$ cat src/rtl/uart_rx.sv
// ============================================================================
//  uart_rx : UART receiver, 2-FF synchronized input, mid-bit sampling,
//            one-cycle rvalid / ferr strobes.
//  Revision : 1.0
// ============================================================================
`default_nettype none

module uart_rx #(
  parameter int BAUDRATE = 115200,
  parameter int FREQ     = 50_000_000,
  parameter int N_start  = 1,
  parameter int N_data   = 6,
  parameter int N_stop   = 1
) (
  input  logic              clk,
  input  logic              rst,
  input  logic              rx,
  output logic [N_data-1:0] rdata,
  output logic              rvalid,
  output logic              ferr,
  output logic              busy
);

  localparam int unsigned c_T            = FREQ / BAUDRATE;
  localparam logic [31:0] c_START_SAMPLE = 32'(c_T / 2 - 1 + (N_start - 1) * c_T);
  localparam logic [31:0] c_BIT_LAST     = 32'(c_T - 1);

  typedef enum logic [1:0] {
    S_IDLE  = 2'd0,
    S_START = 2'd1,
    S_DATA  = 2'd2,
    S_STOP  = 2'd3
  } state_t;

  state_t            r_state;
  state_t            w_next;
  logic              r_sync1;
  logic              r_rxs;
  logic              r_prev;
  logic [31:0]       r_cnt_clk;
  logic [3:0]        r_cnt_bit;
  logic [N_data-1:0] r_shift;
  logic [N_data-1:0] r_rdata;
  logic              r_rvalid;
  logic              r_ferr;
  logic              r_ferr_flag;

  logic w_start_edge;
  logic w_mid_start;
  logic w_tick;
  logic w_last_data;
  logic w_last_stop;
  logic w_frame_bad;

  // A held-low line never looks like an edge, so a break cannot retrigger.
  assign w_start_edge = r_prev & ~r_rxs;
  assign w_mid_start  = (r_cnt_clk == c_START_SAMPLE);
  assign w_tick       = (r_cnt_clk == c_BIT_LAST);
  assign w_last_data  = w_tick && (r_cnt_bit == 4'(N_data - 1));
  assign w_last_stop  = w_tick && (r_cnt_bit == 4'(N_stop - 1));
  assign w_frame_bad  = r_ferr_flag | ~r_rxs;

  always_ff @(posedge clk or posedge rst) begin
    if (rst) begin
      r_sync1 <= 1'b1;
      r_rxs   <= 1'b1;
      r_prev  <= 1'b1;
    end else begin
      r_sync1 <= rx;
      r_rxs   <= r_sync1;
      r_prev  <= r_rxs;
    end
  end

  always_ff @(posedge clk or posedge rst) begin
    if (rst) r_state <= S_IDLE;
    else     r_state <= w_next;
  end

  always_comb begin
    w_next = r_state;
    case (r_state)
      S_IDLE:  if (w_start_edge) w_next = S_START;
      S_START: if (w_mid_start)  w_next = r_rxs ? S_IDLE : S_DATA;
      S_DATA:  if (w_last_data)  w_next = S_STOP;
      S_STOP:  if (w_last_stop)  w_next = S_IDLE;
      default: w_next = S_IDLE;
    endcase
  end

  always_ff @(posedge clk or posedge rst) begin
    if (rst) begin
      r_cnt_clk   <= '0;
      r_cnt_bit   <= '0;
      r_shift     <= '0;
      r_rdata     <= '0;
      r_rvalid    <= 1'b0;
      r_ferr      <= 1'b0;
      r_ferr_flag <= 1'b0;
    end else begin
      r_rvalid <= 1'b0;
      r_ferr   <= 1'b0;
      case (r_state)
        S_IDLE: begin
          r_cnt_clk   <= '0;
          r_cnt_bit   <= '0;
          r_ferr_flag <= 1'b0;
        end
        S_START: r_cnt_clk <= w_mid_start ? '0 : r_cnt_clk + 32'd1;
        S_DATA: begin
          if (w_tick) begin
            for (int i = 0; i < N_data; i++)
              if (r_cnt_bit == 4'(i)) r_shift[i] <= r_rxs;
            r_cnt_clk <= '0;
            r_cnt_bit <= w_last_data ? 4'd0 : r_cnt_bit + 4'd1;
          end else begin
            r_cnt_clk <= r_cnt_clk + 32'd1;
          end
        end
        S_STOP: begin
          if (w_tick) begin
            r_cnt_clk <= '0;
            r_cnt_bit <= r_cnt_bit + 4'd1;
            if (!r_rxs) r_ferr_flag <= 1'b1;
            // Last stop sample lands mid-bit, leaving half a bit to catch the next edge.
            if (w_last_stop) begin
              if (w_frame_bad) begin
                r_ferr <= 1'b1;
              end else begin
                r_rvalid <= 1'b1;
                r_rdata  <= r_shift;
              end
            end
          end else begin
            r_cnt_clk <= r_cnt_clk + 32'd1;
          end
        end
        default: ;
      endcase
    end
  end

  assign rdata  = r_rdata;
  assign rvalid = r_rvalid;
  assign ferr   = r_ferr;
  assign busy   = (r_state != S_IDLE);

endmodule

`default_nettype wire

$ cat config.mk
export PLATFORM = sky130hd
export DESIGN_NAME = uart_rx
export DESIGN_NICKNAME = d
export VERILOG_FILES = /design/src/rtl/uart_rx.sv
export SDC_FILE = /design/constraint.sdc
export NUM_CORES = 1
export LEC_CHECK = 0
export CELL_PAD_IN_SITES_DETAIL_PLACEMENT = 2
export CELL_PAD_IN_SITES_GLOBAL_PLACEMENT = 2
export CORE_UTILIZATION = 42
export DETAILED_ROUTE_END_ITERATION = 8
export GPL_ROUTABILITY_DRIVEN = 0
export PLACE_DENSITY_LB_ADDON = 0.1
export SLEW_MARGIN = 20
export SYNTH_ARGS = -nofsm -noshare
export SYNTH_HDL_FRONTEND = slang
export SYNTH_SLANG_ARGS = --single-unit
$ cat constraint.sdc
create_clock -name clk -period 4.3 [get_ports clk]
set_clock_uncertainty 0.1 [all_clocks]
set_input_delay 0.645 -clock clk [delete_from_list [all_inputs] [get_ports clk]]
set_output_delay 0.645 -clock clk [all_outputs]
set_load 0.03 [all_outputs]
=== Word-level counts from Yosys, hierarchy flattened ===
Cells that the tools add are included.

* Eq/ne operators: 17
* Reductions and logical operators: 18
* Bitwise gates (word level): 4
* Muxes and demuxes: 24
* $add $sub $neg: 2

{| class="wikitable"
|+ Operators with widths
! cell !! number
|-
| $pmux W32 S3 || 1
|-
| $mux W32 || 2
|-
| $add A32 B1 Y32 const B || 1
|-
| $eq A32 B8 Y1 const B || 1
|-
| $eq A32 B9 Y1 const B || 1
|-
| $reduce_and A3 Y1 || 8
|-
| $ne A2 B2 Y1 const B || 7
|-
| $mux W4 || 3
|-
| $pmux W4 S3 || 1
|-
| $mux W1 || 10
|-
| $mux W2 || 5
|-
| $eq A4 B2 Y1 const B || 2
|-
| $eq A4 B3 Y1 const B || 2
|-
| $pmux W2 S4 || 1
|-
| $reduce_and A4 Y1 || 2
|-
| $add A4 B1 Y4 const B || 1
|-
| $eq A2 B2 Y1 const B || 2
|-
| $eq A4 B1 Y1 const B || 1
|-
| $logic_not A4 Y1 || 1
|-
| $reduce_bool A2 Y1 || 2
|-
| $reduce_bool A3 Y1 || 1
|-
| $eq A2 B1 Y1 const B || 1
|-
| $logic_and A1 B1 Y1 || 2
|-
| $logic_not A2 Y1 || 1
|-
| 5 further kinds || 6
|}

* Register bits: 56
* Logic and storage cells: 81
* Output and inout port bits: 9
* Input port bits: 3

=== Longest topological paths before layout ===
Gate-level depths: netlist of the first run.

* Depth in word-level cells: 6
* Mapped depth: 8
* Mapped depth without buffers: 7

=== Worst setup path before layout of the first run ===
No wires, ideal clock.

* Kind: register -> register
* Start: reg r_cnt_clk[1]
* End: reg r_rdata[0], in the netlist rdata[0]
* Setup slack: 1.966 ns
* Library setup time: 0.125 ns
* Path buffers: 0
* Period minus slack after synthesis: 2.334 ns
* Stages on the path, launching flop included: 8
* Arrival: 2.110 ns
* Required time: 4.075 ns
* Cells stage by stage: dfrtp_1 -> inv_1 -> ha_1 -> nand4_1 -> or4b_4 -> nor3_4 -> nor3b_4 -> mux2_2

* Longest elaborated chain between the ends: 3

{| class="wikitable"
|+ Ends and longest elaborated chain
! element !! RTL line !! source
|-
| start, declared || 40 || <nowiki>logic [31:0] r_cnt_clk;</nowiki>
|-
| start signal, assigned || 109 || <nowiki>S_START: r_cnt_clk <= w_mid_start ? '0 : r_cnt_clk + 32'd1;</nowiki>
|-
| start signal, assigned || 117 || <nowiki>r_cnt_clk <= r_cnt_clk + 32'd1;</nowiki>
|-
| start signal, assigned || 135 || <nowiki>r_cnt_clk <= r_cnt_clk + 32'd1;</nowiki>
|-
| $eq A32 B9 Y1 (*) || 58 || <nowiki>assign w_tick = (r_cnt_clk == c_BIT_LAST);</nowiki>
|-
| $logic_and A1 B1 Y1 || 60 || <nowiki>assign w_last_stop = w_tick && (r_cnt_bit == 4'(N_stop - 1));</nowiki>
|-
| $reduce_and A4 Y1 (no line) (*) || n/a ||
|-
| end signal, assigned || 131 || <nowiki>r_rdata <= r_shift;</nowiki>
|-
| end, declared || 43 || <nowiki>logic [N_data-1:0] r_rdata;</nowiki>
|}

Every way passes the cells marked *; elsewhere a longest branch is shown, timed or not.
A chain may end at the register's enable or synchronous reset.

==> impl_metrics.ini, run 1 <==
[setup_path]
arrival_ps = 2260
max_stage_delay_ps = 700
start_kind = flop
crit_top_cell = nand2_1
end_kind = primary output
crit_fanout = 11
slowest_stage = clkdlybuf4s50_1
crit_type = reg -> out
cp_top_family = buffers and inverters
worstPathCellList = inv_1, nand2_1, nand2_1, clkdlybuf4s50_1
worst_ep_required_time_ps = 3560
cp.buffers_inverters = 2

[clock_network]
clock-sinks = 56
ctsResizeCount = 0
postCtsHoldBufs = 0
clockBufferDepth = 2
h-tree-depth = 2
tritoncts = done
cts_root_buffer = clkbuf_8
clock_latency_ps = 310
post-cts-setup-buffers = 0
numCtsBuffers = 5
cts.clk_slew.worst_paths_ps = 100

[finish]
area_delta_synth_final_pct = 9.31
fin_cells = 362
drive_gt1_share_pct = 10.2
antennaDiodeCount = 0
nFillCells = 687
layout.nets = 294

[synthesis]
ys.flop_type = dfrtp_1
synth_nets = 284
ys_ff_latch = 56
avgSynthCellArea_um2 = 10.2
synth_top_area_share_pct = 47.5
yosysUniqueCellTypes = 40
yosysWarnings = 0
synth_cells = 274
synthMostInstantiatedCell = dfrtp_1
synthArstFlopShare_pct = 100
synth_top_cell_by_area = dfrtp_1
ys_top_cells_by_count = dfrtp_1 (53), nor2_1 (43), xnor2_1 (21)
syn-cell-area_um2 = 2790
seq_area_frac_synth_pct = 50.3
synth_area_leaders = dfrtp_1 (47%), xnor2_1 (6.6%), nor2_1 (5.8%), mux2_2 (4.8%), nand4_1 (3.4%)
synth_edf_count = 0

[timing]
finalHoldViolations = 0
setup_viol = 0
fin_crit_ps = 3000
rsz0062_at_grt = no
worst_slew_pin_slew_ps = 622
fin_tns_setup_ps = 0
slew_viol_final = 0
max_slew_margin_pct = 58.4
period_share_pct = 69.8
layout_setup_ws_ps = 1300
timing.fmax_ghz = 0.333

[run]
cap_violations = 0

[grt]
grt_pass1_wl_mm = 10.9
grt_use_total_pct = 19.7
grt_pass1_vias = 2192
global_route.overflow_total = 0
antenna_found_initial = 0
grt_max_degree = 33

[drt]
wl_met1_mm = 3.04
topRoutingLayerUsed = met4
first_iter_violations = 76
met2WireLength_mm = 3.10
detail-route-antenna-nets = 0
wl_mm = 6.33
via_per_inst = 5.53
routed-via-count = 2003
met3_length_um = 83
drtPass1Iterations = 4
drc = 0
wl_per_cell_um = 17.5

[placement]
dp.cells = 354
dp_slack_ps = 1440
port_buffers = 11
dpl.hpwl_mm = 4.52

[floorplan]
die_h_um = 83.6
initial_utilization_pct = 43.8
core_area_um2 = 6390
die_w_um = 83.6
rows = 29
ios = 12
die-area_um2 = 6980

[power_and_ir_drop]
p_total_mw = 1.01
ir_drop_mv = 0.187
power_leakage_nw = 1.34
p_per_area_nw_per_um2 = 332

[run_status]
outcome = complete, no violations

[worst_hold_path]
min_path_type = reg -> reg
flip-flops by register name, indices dropped and copies added, names as in the netlist, named ones only:
register / flops
r_cnt_clk: 32
r_ferr_flag: 1
rdata: 6
r_sync1: 1
r_cnt_bit: 4
ferr: 1
rvalid: 1
r_state: 1
r_rxs: 1
r_prev: 1
r_shift: 6
layout make-up:
| type | count | area (µm²) | area share [%] |
|---|---|---|---|
| clock inverter | 3 | 18.8 | 0.615 |
| inverter | 12 | 45.0 | 1.47 |
| tap | 77 | 96.3 | 3.15 |
| clock buffer | 5 | 68.8 | 2.25 |
| multi-input combinational | 196 | 1290 | 42.4 |
| timing repair buffer | 13 | 125 | 4.10 |
| sequential | 56 | 1410 | 46.0 |
worst paths after layout:
check                           slack [ps]    startpoint       endpoint  depth (start not counted)
worst max register to register        1450  r_cnt_clk[1]       rdata[2]                          7
min in group asynchronous              600           rst  r_cnt_clk[22]                          2
worst max-delay path                  1300          flop           busy                          4
worst min register to register         260       r_sync1          r_rxs                          0
worst min-delay path                   260       r_sync1          r_rxs                          0
max in group asynchronous             2660           rst         r_prev                          3
logic make-up (layout without fill, tap and decap cells):
family / count (synthesis) / count (layout) / synth area share (%)
xor gates and xnor gates: 30 / 30 / 9.40
muxes: 12 / 12 / 4.84
AOI/OAI and AO/OA: 15 / 15 / 4.08
DFF: 56 / 56 / 50.3
adders and majority gates: 7 / 7 / 3.13
and+or+nand+nor: 132 / 132 / 24.9
buffers and inverters: 22 / 33 / 3.36
stage by stage:
step | hold WS, ps | util [%] | instance area (µm²)
floorplan | 245 | - | 2790
global placement | 248 | 46.5 | 2970
detailed placement | 248 | 46.5 | 2970
CTS | 263 | 47.8 | 3050
global route | 269 | 47.8 | 3050
finish | 260 | 47.8 | 3050
routing by layer:
layer	global-route usage, %	vias up
met4	7.24	0
met2	32.7	17
met1	25.7	1009
met5	0	-
met3	3.86	7
li1	-	970
placed cells by master, fill, tap and decap left out, types with 2 or more instances in the layout:
master,instances
dfstp_2,3
nand2b_1,2
clkbuf_8,5
clkdlybuf4s50_1,11
and4_1,5
nor2b_1,5
nor2_1,43
nor3_1,12
buf_4,2
ha_1,7
nand3_1,11
nor3b_1,2
o22a_1,2
a211oi_1,2
and2_1,3
inv_1,11
xor2_1,9
nor4_1,8
clkinv_2,2
mux2_2,12
xnor2_1,21
and3_1,3
nand4_1,15
nand2_1,17
a21oi_1,2
dfrtp_1,53
report_power, final:
part | internal (mW) | leakage (nW) | switching, mW
clock network | 0.114 | 0.0479 | 0.175
registers | 0.561 | 0.754 | 0.0467
logic | 0.0470 | 0.538 | 0.0696
total | 0.722 | 1.34 | 0.291
(Power assumes the default switching activity.)
==> inputs of run 2 (changes only) <==
CORE_UTILIZATION = 36   (was 42)
clock period = 2.6 ns   (was 4.3 ns; I/O delays follow)
==> run 2 against run 1 <==
Effect of this change:
- worst hold slack better by 8.6 ps
- sequential cell count unchanged
- worst setup slack lost 1200 ps
- core utilization fell by 4.5 points
- critical path depth stayed put
- wire length grew 3.6%
==> impl_metrics.ini, run 2 (same netlist as run 1, synthesis figures left out) <==
[run_status]
outcome = complete, no violations

[timing]
rsz0062_at_grt = no
period_share_pct = 95.4
worst_slew_pin_slew_ps = 411
slew_viol_final = 0
timing.fmax_ghz = 0.403
fin_tns_setup_ps = 0
max_slew_margin_pct = 72.4
finalHoldViolations = 0
fin_crit_ps = 2480
holdWs_ps = 269
setup_viol = 0

[drt]
drc = 0
drtPass1Iterations = 4
routed-via-count = 2072
detail-route-antenna-nets = 0
wl_per_cell_um = 16.6
wl_mm = 6.56
first_iter_violations = 27
via_per_inst = 5.26

[clock_network]
postCtsHoldBufs = 0
cts_root_buffer = clkbuf_8
tritoncts = done
clock-sinks = 56
h-tree-depth = 2
clockBufferDepth = 2
numCtsBuffers = 5
clock_latency_ps = 310
cts.clk_slew.worst_paths_ps = 100

[worst_hold_path]
min_path_type = reg -> reg

[setup_path]
start_kind = flop
slowest_stage = clkdlybuf4s50_1
worstPathCellList = inv_1, nand2_1, nand2_1, clkdlybuf4s50_1
worst_ep_required_time_ps = 2110
crit_top_cell = nand2_1
max_stage_delay_ps = 690
end_kind = primary output
cp_top_family = buffers and inverters
crit_fanout = 10
arrival_ps = 1990
cp.buffers_inverters = 2
crit_type = reg -> out

[placement]
port_buffers = 11
dpl.hpwl_mm = 4.77

[run]
cap_violations = 0

[floorplan]
ios = 12
core_area_um2 = 7370
die_w_um = 90.1
die_h_um = 90.1
die-area_um2 = 8120
initial_utilization_pct = 37.9
rows = 31

[grt]
grt_pass1_wl_mm = 11.6
grt_use_total_pct = 18.0
antenna_found_initial = 0
global_route.overflow_total = 0
grt_pass1_vias = 2322
grt_max_degree = 41

[power_and_ir_drop]
ir_drop_mv = 0.270
p_per_area_nw_per_um2 = 539
power_leakage_nw = 1.39

[finish]
area_delta_synth_final_pct = 14.3
top_register = r_cnt_clk
layout.nets = 304
largest_register_ffs = 32
final_cell_mix = dfrtp_1 (53), nor2_1 (43), xnor2_1 (21), nand2_1 (17), nand4_1 (15)
antennaDiodeCount = 0
drive_gt1_share_pct = 13.2
final_common_cell = dfrtp_1
nFillCells = 798
-- run 2: cell count changes in the layout (fill, tap and decap cells not counted) --
cell / previous run / this run
clkbuf_8: 5 / 6
nor4_2: 0 / 1
clkinv_2: 2 / 0
clkbuf_1: 0 / 1
clkinv_4: 1 / 0
nor4_1: 8 / 7
buf_12: 0 / 2
buf_4: 2 / 10
clkinvlp_4: 0 / 1
-- run 2: timing repair --
| item | 4_1_cts | 5_1_grt |
|---|---|---|
| gates resized for setup | 0 | 1 |
| buffers inserted | 0 | 1 |
| hold endpoints to repair | 0 | 0 |
| setup endpoints to repair | 0 | 4 |
-- run 2: report_power, final --
| part | switching [mW] | total, mW | internal, mW |
|---|---|---|---|
| Combinational | 0.130 | 0.229 | 0.0985 |
| Clock | 0.285 | 0.502 | 0.218 |
| Sequential | 0.0641 | 0.992 | 0.928 |
-- run 2: routing by layer --
metal	wire length (µm)	track usage (%)	vias to the layer above	share of wire, %
met3	109	3.13	5	1.7
met5	0	0	-	0
li1	-	-	984	-
met2	3450	32.4	9	53
met1	2930	22.1	1074	45
met4	67	4.57	0	1.0
-- run 2: worst register-to-register path: stages, from the launching register on --
cell and delay, ps:
dfrtp_1 410, inv_1 80, ha_1 140, nand4_1 90
or4b_4 530, nor3_4 190, buf_4 230, o22a_1 210
buf_12 190, nor2_1 90
-- run 2: per-stage QoR --
step           cells  utilization (%)  area [µm²]  setup WS (ps)  power, mW
2_1_floorplan    274                -        2790            266       1.16
3_3_place_gp     385             41.9        3090            201       1.23
3_5_place_dp     385             41.9        3090            155       1.24
4_1_cts          393             43.2        3180            126       1.76
5_1_grt          394             43.3        3190           38.8       1.83
6_report         394             43.3        3190            119       1.72
-- run 2: area by class of cell --
cell class | count | area, µm² | area share [%]
Sequential cell | 56 | 1410 | 44.0
Multi-Input combinational cell | 196 | 1300 | 40.7
Timing Repair Buffer | 23 | 225 | 7.05
Tap cell | 99 | 124 | 3.88
Clock buffer | 7 | 86.3 | 2.70
Inverter | 12 | 45.0 | 1.41
Clock inverter | 1 | 7.51 | 0.235
-- run 2: final timing paths --
path	slack, ps	to	startpoint	cells past startpoint
max	120	busy	flop	4
min	270	r_rxs	r_sync1	0
max reg2reg	220	r_cnt_clk[2]	r_cnt_clk[1]	9
min reg2reg	270	r_rxs	r_sync1	0
max in group asynchronous	1510	r_rxs	rst	3
min in group asynchronous	280	r_cnt_bit[3]	rst	2
==> patch: new RTL, settings of run 1 <==
`BAUDRATE`: 115200 -> 57600.
--- a/src/rtl/uart_rx.sv
+++ b/src/rtl/uart_rx.sv
@@ -7,5 +7,5 @@
 
 module uart_rx #(
-  parameter int BAUDRATE = 115200,
+  parameter int BAUDRATE = 57600,
   parameter int FREQ     = 50_000_000,
   parameter int N_start  = 1,
Function: same outputs for any inputs over 10 cycles, from zero or initial values and one cycle with rst high; that may be too few to reach the edited logic, so the function may still have changed.
==> patch against run 1 <==
- area after synthesis is 0.54% higher
- sequential share of layout area decreased by 0.39 points
- power grew 5.4%
- sequential cell count stayed put
- wire length increased by 6.1%
- final area is 0.86% higher
- setup slack improved by 0.19 ns
==> patch: results <==
status:
  status: "complete, no violations"
global_route:
  grt_util_all_layers_pct: 20.9
  first_pass_grt_wire_length_um: 11500
  first_global_vias: 2235
  grt_start_max_net_pins: 37
setup_path:
  slowest_delay_ns: 0.68
  critPathMaxFanout: 32
  rrSetupSlack_ns: 1.49
  critical-path-top-delay-family: "simple AND/OR/NAND/NOR gates"
  worst_path_max_delay_cell: "sky130_fd_sc_hd__nor3_1"
  worst-endpoint-arrival_ns: 2.90
routing:
  drt-vias-per-instance: 5.71
  routed_via_count: 2055
synth:
  netlist_top_cells_area: "sky130_fd_sc_hd__dfrtp_1, sky130_fd_sc_hd__nor2_1, sky130_fd_sc_hd__mux2_2"
  synthesized_area_fraction_occupied_by_ao_oa_aoi_and_oai_cells_pct: 3.74
  postSynthNetCount: 281
  synth-seq-area-share_pct: 50.0
  netlist_top_cells_count: "sky130_fd_sc_hd__dfrtp_1, sky130_fd_sc_hd__nor2_1, sky130_fd_sc_hd__nand2_1"
  post_synth_xor_area_fraction_pct: 9.35
  portion_of_netlist_area_occupied_by_mux_cells_pct: 6.10
  yosys.area_share.adder_pct: 2.67
  synth.lib_cells_used.distinct: 41
  postSynthCellCount: 272
place:
  post-dp-hpwl_um: 4790
  detailed_place.area_um2: 2960
  placed_cells: 352
clock_tree:
  postCtsSetupBuffers: 0
finish:
  final_layout_size_suffix_gt1_share_pct: 12.4
  nets: 291
power:
  static-leakage-power_nw: 1.32
  power.net_switching_w: 0.000284
  power.ir.vdd_worst_mv: 0.226
timing:
  postLayoutSetupSlackWorst_ns: 1.49
  hold-worst-slack_ns: 0.263
  max-slew-margin-rel_pct: 45.0
patch: cell types whose count changed after synthesis, moves of 6 or more:
cell | run 1 | this run
sky130_fd_sc_hd__xor2_1 | 9 | 16
sky130_fd_sc_hd__inv_1 | 12 | 6
sky130_fd_sc_hd__nand3_1 | 11 | 17
sky130_fd_sc_hd__xnor2_1 | 21 | 14
patch: area by class of cell:
type / count / area, um2
clock buffers: 6 / 82.6
clock inverters: 2 / 38.8
fillers: 672 / 3310
inverters: 6 / 22.5
multi-input cells: 201 / 1320
flip-flops and latches: 56 / 1410
well taps: 77 / 96.3
repair buffers: 12 / 118
patch: final timing paths:
path,endpoint,cells after the start,from
min in group asynchronous,r_cnt_clk[6]$_DFF_PP0_,2,rst
max in group asynchronous,r_sync1$_DFF_PP1_,3,rst
setup reg to reg,r_cnt_clk[18]$_DFF_PP0_,6,r_cnt_clk[0]$_DFF_PP0_
hold reg to reg,r_rxs$_DFF_PP1_,0,r_sync1$_DFF_PP1_
hold / removal,r_rxs$_DFF_PP1_,0,r_sync1$_DFF_PP1_
setup / recovery,r_cnt_clk[18]$_DFF_PP0_,6,r_cnt_clk[0]$_DFF_PP0_
patch: per-layer routing:
| metal | share of wire (%) | up-vias | global-route usage, % | wire (um) |
|---|---|---|---|---|
| li1 | - | 974 | - | - |
| met1 | 45 | 1060 | 25.9 | 3040 |
| met2 | 52 | 15 | 37.8 | 3500 |
| met3 | 1.5 | 6 | 3.66 | 103 |
| met4 | 0.94 | 0 | 4.93 | 63 |
| met5 | 0 | - | 0 | 0 |
patch: power groups by stage:
stage	Clock, W	Sequential [W]	Combinational [W]
after floorplan	0	0.000589	0.0000945
after global placement	0	0.000602	0.000107
after detailed placement	0	0.000604	0.000112
after CTS	0.000380	0.000594	0.000112
after global routing	0.000396	0.000601	0.000123
final	0.000365	0.000594	0.000109
